## src/rtl/lazy_seq_commit_buffer.sv

```systemverilog
// Commit buffer behind the lazy summary pipeline: owns the job head pointer, filters stale summaries,
// and queues committed sequences for the encoder. Define LAZY_COMMIT_STATS_EN to add statistics counters.
module lazy_seq_commit_buffer #(
    parameter int FIFO_DEPTH      = 8,
    parameter int AFULL_MARGIN    = 4,
    parameter int JOB_LEN_LOG2    = 8,
    parameter int SEQ_LL_BITS     = 16,
    parameter int SEQ_ML_BITS     = 16,
    parameter int SEQ_OFFSET_BITS = 16
) (
    input  logic                       clk,
    input  logic                       rst_n,
    input  logic                       i_summary_done,
    input  logic [JOB_LEN_LOG2-1:0]    i_seq_head_ptr,
    input  logic [SEQ_LL_BITS-1:0]     i_summary_ll,
    input  logic [SEQ_ML_BITS-1:0]     i_summary_ml,
    input  logic [SEQ_OFFSET_BITS-1:0] i_summary_offset,
    input  logic                       i_summary_delim,
    input  logic                       i_summary_eoj,
    input  logic [SEQ_ML_BITS-1:0]     i_summary_overlap_len,
    input  logic                       i_move_to_next_job,
    input  logic [JOB_LEN_LOG2-1:0]    i_move_forward,
    output logic [JOB_LEN_LOG2-1:0]    o_head_ptr,
    output logic                       o_head_update,
    output logic                       o_job_advance,
    output logic                       o_stall,
    output logic                       o_seq_valid,
    input  logic                       i_seq_ready,
    output logic [SEQ_LL_BITS-1:0]     o_seq_ll,
    output logic [SEQ_ML_BITS-1:0]     o_seq_ml,
    output logic [SEQ_OFFSET_BITS-1:0] o_seq_offset,
    output logic                       o_seq_eoj,
    output logic                       o_seq_delim,
    output logic [SEQ_ML_BITS-1:0]     o_seq_overlap_len,
    output logic                       o_overflow
`ifdef LAZY_COMMIT_STATS_EN
    ,
    output logic [31:0]                o_stat_accepted,
    output logic [31:0]                o_stat_dropped,
    output logic [31:0]                o_stat_lit_bytes
`endif
);

    localparam int PTR_W   = $clog2(FIFO_DEPTH);
    localparam int CNT_W   = PTR_W + 1;
    localparam int ENTRY_W = SEQ_LL_BITS + 2 * SEQ_ML_BITS + SEQ_OFFSET_BITS + 2;

    typedef enum logic [1:0] {IDLE, RUN, DRAIN_JOB} state_t;

    state_t                  state_reg, state_next;
    logic [JOB_LEN_LOG2-1:0] head_ptr_reg;
    logic                    head_update_reg, job_advance_reg;
    logic                    push_pending_reg;
    logic [ENTRY_W-1:0]      push_data_reg;
    logic [ENTRY_W-1:0]      mem [FIFO_DEPTH];
    logic [ENTRY_W-1:0]      out_data_reg, out_next;
    logic [PTR_W-1:0]        wr_ptr_reg, rd_ptr_reg, rd_ptr_next;
    logic [CNT_W-1:0]        count_reg, count_next;
    logic                    valid_reg, overflow_reg, stall_reg, stall_next;
    logic                    accept, pop, full, push_en;

    assign accept      = i_summary_done && (i_seq_head_ptr == head_ptr_reg);
    assign pop         = valid_reg && i_seq_ready;
    assign full        = (count_reg == CNT_W'(FIFO_DEPTH));
    // A full FIFO still takes the push when the head is leaving in the same cycle.
    assign push_en     = push_pending_reg && (!full || pop);
    assign count_next  = count_reg + CNT_W'(push_en) - CNT_W'(pop);
    assign rd_ptr_next = rd_ptr_reg + PTR_W'(pop);
    // Bypass the array when the word being written is the one that becomes the new head.
    assign out_next    = (push_en && (wr_ptr_reg == rd_ptr_next)) ? push_data_reg : mem[rd_ptr_next];
    assign stall_next  = ((FIFO_DEPTH - int'(count_next)) <= AFULL_MARGIN) || (state_next == DRAIN_JOB);

    always_comb begin
        state_next = state_reg;
        case (state_reg)
            IDLE:      if (accept) state_next = i_summary_eoj ? DRAIN_JOB : RUN;
            RUN:       if (accept && i_summary_eoj) state_next = DRAIN_JOB;
            DRAIN_JOB: begin
                if (accept && i_summary_eoj)
                    state_next = DRAIN_JOB;
                else if (pop && o_seq_eoj)
                    state_next = o_seq_delim ? IDLE : RUN;
            end
            default:   state_next = IDLE;
        endcase
    end

    always_ff @(posedge clk or negedge rst_n) begin
        if (!rst_n) begin
            state_reg        <= IDLE;
            head_ptr_reg     <= '0;
            head_update_reg  <= 1'b0;
            job_advance_reg  <= 1'b0;
            push_pending_reg <= 1'b0;
            push_data_reg    <= '0;
            wr_ptr_reg       <= '0;
            rd_ptr_reg       <= '0;
            count_reg        <= '0;
            valid_reg        <= 1'b0;
            overflow_reg     <= 1'b0;
            stall_reg        <= 1'b0;
        end else begin
            state_reg        <= state_next;
            head_update_reg  <= accept;
            job_advance_reg  <= accept && i_move_to_next_job;
            push_pending_reg <= accept;
            if (accept) begin
                head_ptr_reg  <= i_move_to_next_job ? i_summary_overlap_len[JOB_LEN_LOG2-1:0]
                                                    : head_ptr_reg + i_move_forward;
                push_data_reg <= {i_summary_ll, i_summary_ml, i_summary_offset,
                                  i_summary_eoj, i_summary_delim, i_summary_overlap_len};
            end
            wr_ptr_reg <= wr_ptr_reg + PTR_W'(push_en);
            rd_ptr_reg <= rd_ptr_next;
            count_reg  <= count_next;
            valid_reg  <= (count_next != '0);
            stall_reg  <= stall_next;
            if (push_pending_reg && full && !pop)
                overflow_reg <= 1'b1;
        end
    end

    always_ff @(posedge clk) begin
        if (push_en)
            mem[wr_ptr_reg] <= push_data_reg;
        out_data_reg <= out_next;
    end

    assign o_head_ptr    = head_ptr_reg;
    assign o_head_update = head_update_reg;
    assign o_job_advance = job_advance_reg;
    assign o_stall       = stall_reg;
    assign o_seq_valid   = valid_reg;
    assign o_overflow    = overflow_reg;
    assign {o_seq_ll, o_seq_ml, o_seq_offset, o_seq_eoj, o_seq_delim, o_seq_overlap_len} = out_data_reg;

`ifdef LAZY_COMMIT_STATS_EN
    logic [31:0] stat_accepted_reg, stat_dropped_reg, stat_lit_bytes_reg;
    logic [32:0] lit_sum;

    assign lit_sum = {1'b0, stat_lit_bytes_reg} + 33'(i_summary_ll);

    always_ff @(posedge clk or negedge rst_n) begin
        if (!rst_n) begin
            stat_accepted_reg  <= '0;
            stat_dropped_reg   <= '0;
            stat_lit_bytes_reg <= '0;
        end else begin
            if (accept) begin
                if (stat_accepted_reg != '1)
                    stat_accepted_reg <= stat_accepted_reg + 32'd1;
                stat_lit_bytes_reg <= lit_sum[32] ? '1 : lit_sum[31:0];
            end else if (i_summary_done && stat_dropped_reg != '1) begin
                stat_dropped_reg <= stat_dropped_reg + 32'd1;
            end
        end
    end

    assign o_stat_accepted  = stat_accepted_reg;
    assign o_stat_dropped   = stat_dropped_reg;
    assign o_stat_lit_bytes = stat_lit_bytes_reg;
`endif

endmodule

```

## config.mk

```make
export PLATFORM = sky130hd
export DESIGN_NAME = lazy_seq_commit_buffer
export DESIGN_NICKNAME = d
export VERILOG_FILES = /design/src/rtl/lazy_seq_commit_buffer.sv
export SDC_FILE = /design/constraint.sdc
export NUM_CORES = 1
export LEC_CHECK = 0
export CORE_ASPECT_RATIO = 0.8
export CORE_UTILIZATION = 58
export DETAILED_ROUTE_END_ITERATION = 16
export PLACE_DENSITY_LB_ADDON = 0.3
export SLEW_MARGIN = 20
export SYNTH_ARGS = -nofsm -noshare
export SYNTH_HDL_FRONTEND = slang
export SYNTH_SLANG_ARGS = --single-unit
```

## constraint.sdc

```tcl
create_clock -name clk -period 9.4 [get_ports clk]
set_input_delay 2.82 -clock clk [delete_from_list [all_inputs] [get_ports clk]]
set_output_delay 2.82 -clock clk [all_outputs]
set_load 0.02 [all_outputs]
```

==> results of run 1 <==
==> worst register-to-register path: cells and delay by family (launching register included) <==
family	cells	cell delay (ns)
and+or+nand+nor	4	1.28
adders and majority gates	1	0.23
DFF	1	0.32
buffers and inverters	3	0.91
==> kinds of logic (layout without fill, tap and decap cells) <==
family / after synthesis / after routing / share of synthesized area
and+or+nand+nor: 255 / 255 / 0.0432
muxes: 202 / 202 / 0.157
xor gates and xnor gates: 12 / 12 / 0.00440
DFF: 622 / 622 / 0.761
adders and majority gates: 18 / 18 / 0.0100
buffers and inverters: 66 / 300 / 0.0137
AOI/OAI and AO/OA: 36 / 36 / 0.0106
==> area by class of cell <==
class	instances	area, sq um	area share
sequential	622	18200	0.649
multi-input combinational	523	5460	0.195
timing repair buffer	183	1800	0.0641
clock buffer	85	1660	0.0592
tap	544	681	0.0243
clock inverter	21	209	0.00745
inverter	11	41.3	0.00147
==> routing by layer <==
metal  vias up  global-route usage  part of all wire  routed length, um
met3        67              0.0369             0.054               2560
met4         0              0.0565             0.019                887
li1       5136                   -                 -                  -
met5         -                   0                 0                  0
met2       336               0.391              0.50              23900
met1      6126               0.333              0.43              20300
==> power breakdown <==
group          internal [mW]  total, mW  switching [mW]
logic                   1.17       2.15           0.980
clock network           1.30       2.27           0.972
registers               3.12       3.34           0.223
total                   5.59       7.77            2.17
==> metrics by stage <==
step	area, sq um	setup WS, ns	utilization	power (mW)
after floorplan	23900	1.06	-	4.77
after global placement	26200	3.44	0.644	5.54
after detailed placement	26200	3.41	0.644	5.57
after CTS	28000	2.77	0.690	7.84
after global routing	28000	2.62	0.690	8.07
final	28000	2.89	0.690	7.77
==> final timing paths <==
check / start / end / slack (ns) / cells after the start
max in group asynchronous: rst_n / push_data_reg[19] / 5.85 / 2
worst min-delay path: rd_ptr_reg[2] / flop / 0.46 / 1
worst max register to register: count_reg[2] / mem[3][31] / 6.23 / 8
worst max-delay path: flop / o_seq_overlap_len[10] / 2.89 / 4
min in group asynchronous: rst_n / push_data_reg[48] / 2.22 / 1
worst min register to register: rd_ptr_reg[2] / flop / 0.46 / 1
==> placed cells by master, fill, tap and decap left out, types with 14 or more instances in the layout <==
cell type and n:
sky130_fd_sc_hd__dfrtp_1 91, sky130_fd_sc_hd__clkdlybuf4s50_1 164, sky130_fd_sc_hd__ha_1 16, sky130_fd_sc_hd__mux4_2 132
sky130_fd_sc_hd__mux2_2 66, sky130_fd_sc_hd__edfxtp_1 528, sky130_fd_sc_hd__buf_4 18, sky130_fd_sc_hd__clkbuf_8 15
sky130_fd_sc_hd__nand2_1 209, sky130_fd_sc_hd__clkbuf_16 56, sky130_fd_sc_hd__clkbuf_1 14
==> summary.md, run 1 <==
| Metric | Value |
|---|---|
| Dominant register cell in the synthesized netlist | sky130_fd_sc_hd__edfxtp_1 |
| Post-detailed-placement half-perimeter wirelength | 25.3 mm |
| Warning count from the yosys run | 0 |
| I/O Pins | 166 |
| Routed length per placed instance | 24.0 um |
| Non-filler cells in the finished layout | 1989 |
| Total grt overflow | 0 |
| Max-cap violations | 0 |
| Iteration-0 DRC count of the detailed router | 1053 |
| Port bufs | 165 |
| Drt drc | 0 |
| Max-Slew Margin vs Limit | 0.249 |
| Leading cell types by count after synthesis | 528 x sky130_fd_sc_hd__edfxtp_1, 209 x sky130_fd_sc_hd__nand2_1, 132 x sky130_fd_sc_hd__mux4_2 |
| Highest clock rate | 0.154 GHz |
| #FFs+latches synth | 622 |
| Wire length reported by the detailed router | 47.7 mm |
| Area added between synthesis and finish | 17.3% |
| Number of buffers between clock root and the deepest sink | 3 |
| Critical Path End Type | output pin |
| Top post-synthesis cells by area | sky130_fd_sc_hd__edfxtp_1 66%, sky130_fd_sc_hd__mux4_2 12%, sky130_fd_sc_hd__dfrtp_1 9.5%, sky130_fd_sc_hd__nand2_1 3.3%, sky130_fd_sc_hd__mux2_2 3.1% |
| Die extent in x | 229 um |
| Synth top area share | 0.663 |
| Max Clock Skew | 0.0245 ns |
| Status | finished clean |
| DIE AREA | 42000 sq um |
| Slowest cell on the critical path | sky130_fd_sc_hd__dfxtp_4 |
| Clk sink count | 622 |
| CP Max Fanout | 95 |
| Clock root buffer | sky130_fd_sc_hd__clkbuf_16 |
| Max reg flops | 528 |
| Largest area contributor in the netlist | sky130_fd_sc_hd__edfxtp_1 |
| Std-Cell Core Area | 40600 sq um |
| Routability congestion estimate | 0.824 |
| List of cells traversed by the critical path | buf_12, mux4_2, mux2_2, clkdlybuf4s50_1 |
| Cts-stage hold buffer count | 0 |
| Routed vias/inst | 5.86 |
| Tcrit/Tclk final | 0.692 |
| Initial antenna violation count | 0 |
| CP delay by family, top | buffers and inverters |
| Vias in the first global route | 12300 |
| Data required time at the worst endpoint | 6.58 ns |
| WP buf/inv | 2 |
| Post-synthesis cell area | 23900 sq um |
| Post-synth EDFFs | 528 |
| Share of final-layout standard cells stronger than drive strength 1 | 0.220 |
| Leakage component of the power | 10.1 nW |
| Number of rows created at floorplan | 66 |
| TNS Setup | 0 ns |
| Number of optimization iterations in the first detailed-route pass | 5 |
| Number of antenna-violating nets in the routed design | 0 |
| Starting Density | 0.588 |
| Buffer count from post-CTS setup fixing | 0 |
| Clock slew seen by the registers of the worst setup and hold paths | 0.06 ns |
| Post-cts gate resize count | 0 |
| Routed via count | 11700 |
| Worst Hold Margin | 0.463 ns |
| Fin. max-slew vios | 0 |
| Placed cell count | 1883 |
| Number of unique standard cell types used by synthesis | 46 |
| FFs w/ async S/R, synth | 0.146 |
| Post-layout nets | 1502 |
| Instance count of the mapped netlist | 1211 |
| Sequential element share of the synthesized area | 0.761 |
| Worst min-delay path category | reg -> reg |
| Highest cell delay on the worst timing path | 0.87 ns |
| Path type of the worst setup path | reg -> out |
| Final Setup Violations | 0 |
| Synth Area per Inst | 19.7 sq um |
| Shortest clock period the worst path allows after layout | 6.51 ns |
| Type of element launching the critical path | flop |
| Pin count of the biggest net entering global routing | 96 |
| Clock latency on the worst-skew pair | 0.60 ns |
| Total power density per cell area | 277 nW/um^2 |
| Global-route wire length before repair | 73.5 mm |
| Fillcell total | 2554 |
| RSZ-0062 raised after global routing | no |
| Count leader, synth | sky130_fd_sc_hd__edfxtp_1 |
| Floorplan die height | 184 um |
| Htree depth | 2 |
| Number of failing hold endpoints at the final stage | 0 |
| Number of clock buffers inserted by TritonCTS | 56 |
| Measured slew at the worst slew-check pin | 1.13 ns |
| Maximum vdd drop | 0.311 mV |
| Syn_nets | 1316 |
| Number of inserted diodes | 0 |
| CP arrival | 3.69 ns |
| Combined global-route utilization of all metal layers | 0.235 |
| Clock tree from TritonCTS | done |
Note: power is estimated with default switching activity, not from simulation.
==> run 2, diff against run 1 <==
clock period = 6.6 ns   (was 9.4 ns; I/O delays follow)
==> run 2 against run 1 <==
Clock-buffer cell count shrank 1. First-iteration DRC count is 1.2% lower. Clock skew shrank 0.012 ns. Total power grew 43%. Global-route usage increased by 0.15 points. Die area did not move. Register-to-register slack lost 2.4 ns. Wire length up 0.84%. Via count down 0.15%. Critical path depth did not move. Design area rose by 0.53%. Critical endpoint is now o_seq_ll[15]. Highest routed layer unchanged.
==> summary.md, run 2 (same netlist as run 1, synthesis figures left out) <==
| Metric | Value |
|---|---|
| DIE AREA | 42000 sq um |
| Buffer count from post-CTS setup fixing | 0 |
| Path type of the worst setup path | reg -> out |
| Measured slew at the worst slew-check pin | 1.11 ns |
| Highest cell delay on the worst timing path | 0.71 ns |
| Fin. max-slew vios | 0 |
| Pin count of the biggest net entering global routing | 80 |
| Crit Reg-Reg Endpoint | mem[5][53] |
| Final Setup Violations | 0 |
| Starting Density | 0.588 |
| Number of buffers between clock root and the deepest sink | 3 |
| Clock latency on the worst-skew pair | 0.59 ns |
| Type of element launching the critical path | flop |
| I/O Pins | 166 |
| Clock root buffer | sky130_fd_sc_hd__clkbuf_16 |
| Global-route wire length before repair | 74.0 mm |
| Routed vias/inst | 5.84 |
| List of cells traversed by the critical path | buf_4, mux4_2, mux2_2, clkdlybuf4s50_1 |
| Setup slack after layout | 1.42 ns |
| Htree depth | 2 |
| Cell depth of the worst flop-to-flop path | 8 |
| Floorplan die height | 184 um |
| Clock slew seen by the registers of the worst setup and hold paths | 0.06 ns |
| Most common cell after layout, fill and taps aside | sky130_fd_sc_hd__edfxtp_1 |
| Clk sink count | 622 |
| Post-route design area | 28200 sq um |
| Post-detailed-placement half-perimeter wirelength | 24.8 mm |
| Post-Place Setup Slack | 1.86 ns |
| Max-Slew Margin vs Limit | 0.261 |
| Shortest clock period the worst path allows after layout | 5.18 ns |
| Routed length per placed instance | 24.1 um |
| Leakage component of the power | 10.1 nW |
| Post-cts gate resize count | 0 |
| Hold Path Depth | 1 |
| Std-Cell Core Area | 40600 sq um |
| Reg2Reg Launch Point | count_reg[2] |
| Non-filler cells in the finished layout | 1993 |
| Wire length reported by the detailed router | 48.1 mm |
| Fillcell total | 2564 |
| Vias in the first global route | 12300 |
| Max reg flops | 528 |
| CP Max Fanout | 37 |
| Combined global-route utilization of all metal layers | 0.237 |
| Routability congestion estimate | 0.783 |
| Met2 usage in global routing | 0.392 |
| Highest clock rate | 0.193 GHz |
| Iteration-0 DRC count of the detailed router | 1040 |
| Number of failing hold endpoints at the final stage | 0 |
| Number of antenna-violating nets in the routed design | 0 |
| Number of clock buffers inserted by TritonCTS | 57 |
| Total power | 11.1 mW |
| TNS Setup | 0 ns |
| Register-to-register path setup slack | 3.84 ns |
| Number of rows created at floorplan | 66 |
| Launch point of the worst hold path | rd_ptr_reg[2] |
| Slowest cell on the critical path | sky130_fd_sc_hd__dfxtp_4 |
| Maximum vdd drop | 0.414 mV |
| Tcrit/Tclk final | 0.785 |
| RSZ-0062 raised after global routing | no |
| Clock tree from TritonCTS | done |
| Routed via count | 11600 |
| Post-layout nets | 1506 |
| Die extent in x | 229 um |
| Share of final-layout standard cells stronger than drive strength 1 | 0.218 |
| Total power density per cell area | 394 nW/um^2 |
| Area added between synthesis and finish | 17.9% |
| Initial antenna violation count | 1 |
| Core utilization of the finished layout | 0.694 |
| Worst Hold Margin | 0.453 ns |
| Global-route track usage on met3 | 0.0402 |
| Cts-stage hold buffer count | 0 |
| Total grt overflow | 0 |
| Max-cap violations | 0 |
| CP arrival | 3.20 ns |
| Met1 global-route usage | 0.332 |
| Routing layer with the top usage in global route | met2 |
| Port bufs | 165 |
| Total placed instance area | 26300 sq um |
| Data required time at the worst endpoint | 4.62 ns |
| Placed cell count | 1886 |
| Max Clock Skew | 0.0126 ns |
| Critical Path End Type | output pin |
| Drt drc | 0 |
| Worst min-delay path category | reg -> reg |
| Status | finished clean |
| Number of optimization iterations in the first detailed-route pass | 6 |
| Highest-count cells in the layout ignoring fill and taps | 528 x sky130_fd_sc_hd__edfxtp_1, 209 x sky130_fd_sc_hd__nand2_1, 164 x sky130_fd_sc_hd__clkdlybuf4s50_1 |
## run 2: cell count changes in the layout (fill, tap and decap cells not counted)
cell and change:
sky130_fd_sc_hd__clkinvlp_4 +1, sky130_fd_sc_hd__bufinv_16 +2, sky130_fd_sc_hd__nor3_4 +1, sky130_fd_sc_hd__inv_6 +1, sky130_fd_sc_hd__clkinv_2 -2, sky130_fd_sc_hd__clkbuf_8 -8, sky130_fd_sc_hd__nor3_2 -1, sky130_fd_sc_hd__buf_12 +9
sky130_fd_sc_hd__buf_4 -6, sky130_fd_sc_hd__diode_2 +1, sky130_fd_sc_hd__clkbuf_16 +3, sky130_fd_sc_hd__clkbuf_1 +4, sky130_fd_sc_hd__clkinv_1 +2, sky130_fd_sc_hd__clkinv_8 -3
## run 2: final cells by class
| type | count | area, sq um | area share |
|---|---|---|---|
| antenna | 1 | 2.50 | 0.0000887 |
| clock buffer | 84 | 1640 | 0.0582 |
| clock inverter | 22 | 234 | 0.00830 |
| inverter | 11 | 41.3 | 0.00146 |
| multi-input combinational | 523 | 5460 | 0.194 |
| sequential | 622 | 18200 | 0.646 |
| tap | 544 | 681 | 0.0241 |
| timing repair buffer | 186 | 1930 | 0.0685 |
## run 2: worst max path at each step
stage	startpoint	endpoint	slack [ns]	cells past startpoint
finish	flop	o_seq_ll[15]	1.42	4
global route	flop	o_seq_overlap_len[0]	1.29	4
CTS	flop	o_seq_overlap_len[2]	1.37	4
detailed placement	i_seq_ready	mem[5][54]	1.86	8
global placement	i_seq_ready	mem[5][54]	1.86	8
floorplan	i_seq_ready	mem[2][0]	-0.82	4
## run 2: report_power, final
part           switching [mW]  internal [mW]  total, mW  leakage, nW
Combinational            1.43           1.67       3.11         2.92
Sequential              0.270           4.44       4.71         6.25
Clock                    1.38           1.91       3.29        0.912
Total                    3.08           8.03       11.1         10.1
## run 2: metal layers
layer	vias up	wire length, um	share of wire
met1	6104	20000	0.42
met2	340	24200	0.50
li1	5136	-	-
met3	67	2810	0.058
met5	-	0	0
met4	0	993	0.021
## run 2: worst max-delay path, delay by kind of cell (launching register included)
kind	cells	cell delay [ns]
DFF	1	0.71
buffers and inverters	2	1.18
muxes	2	0.68
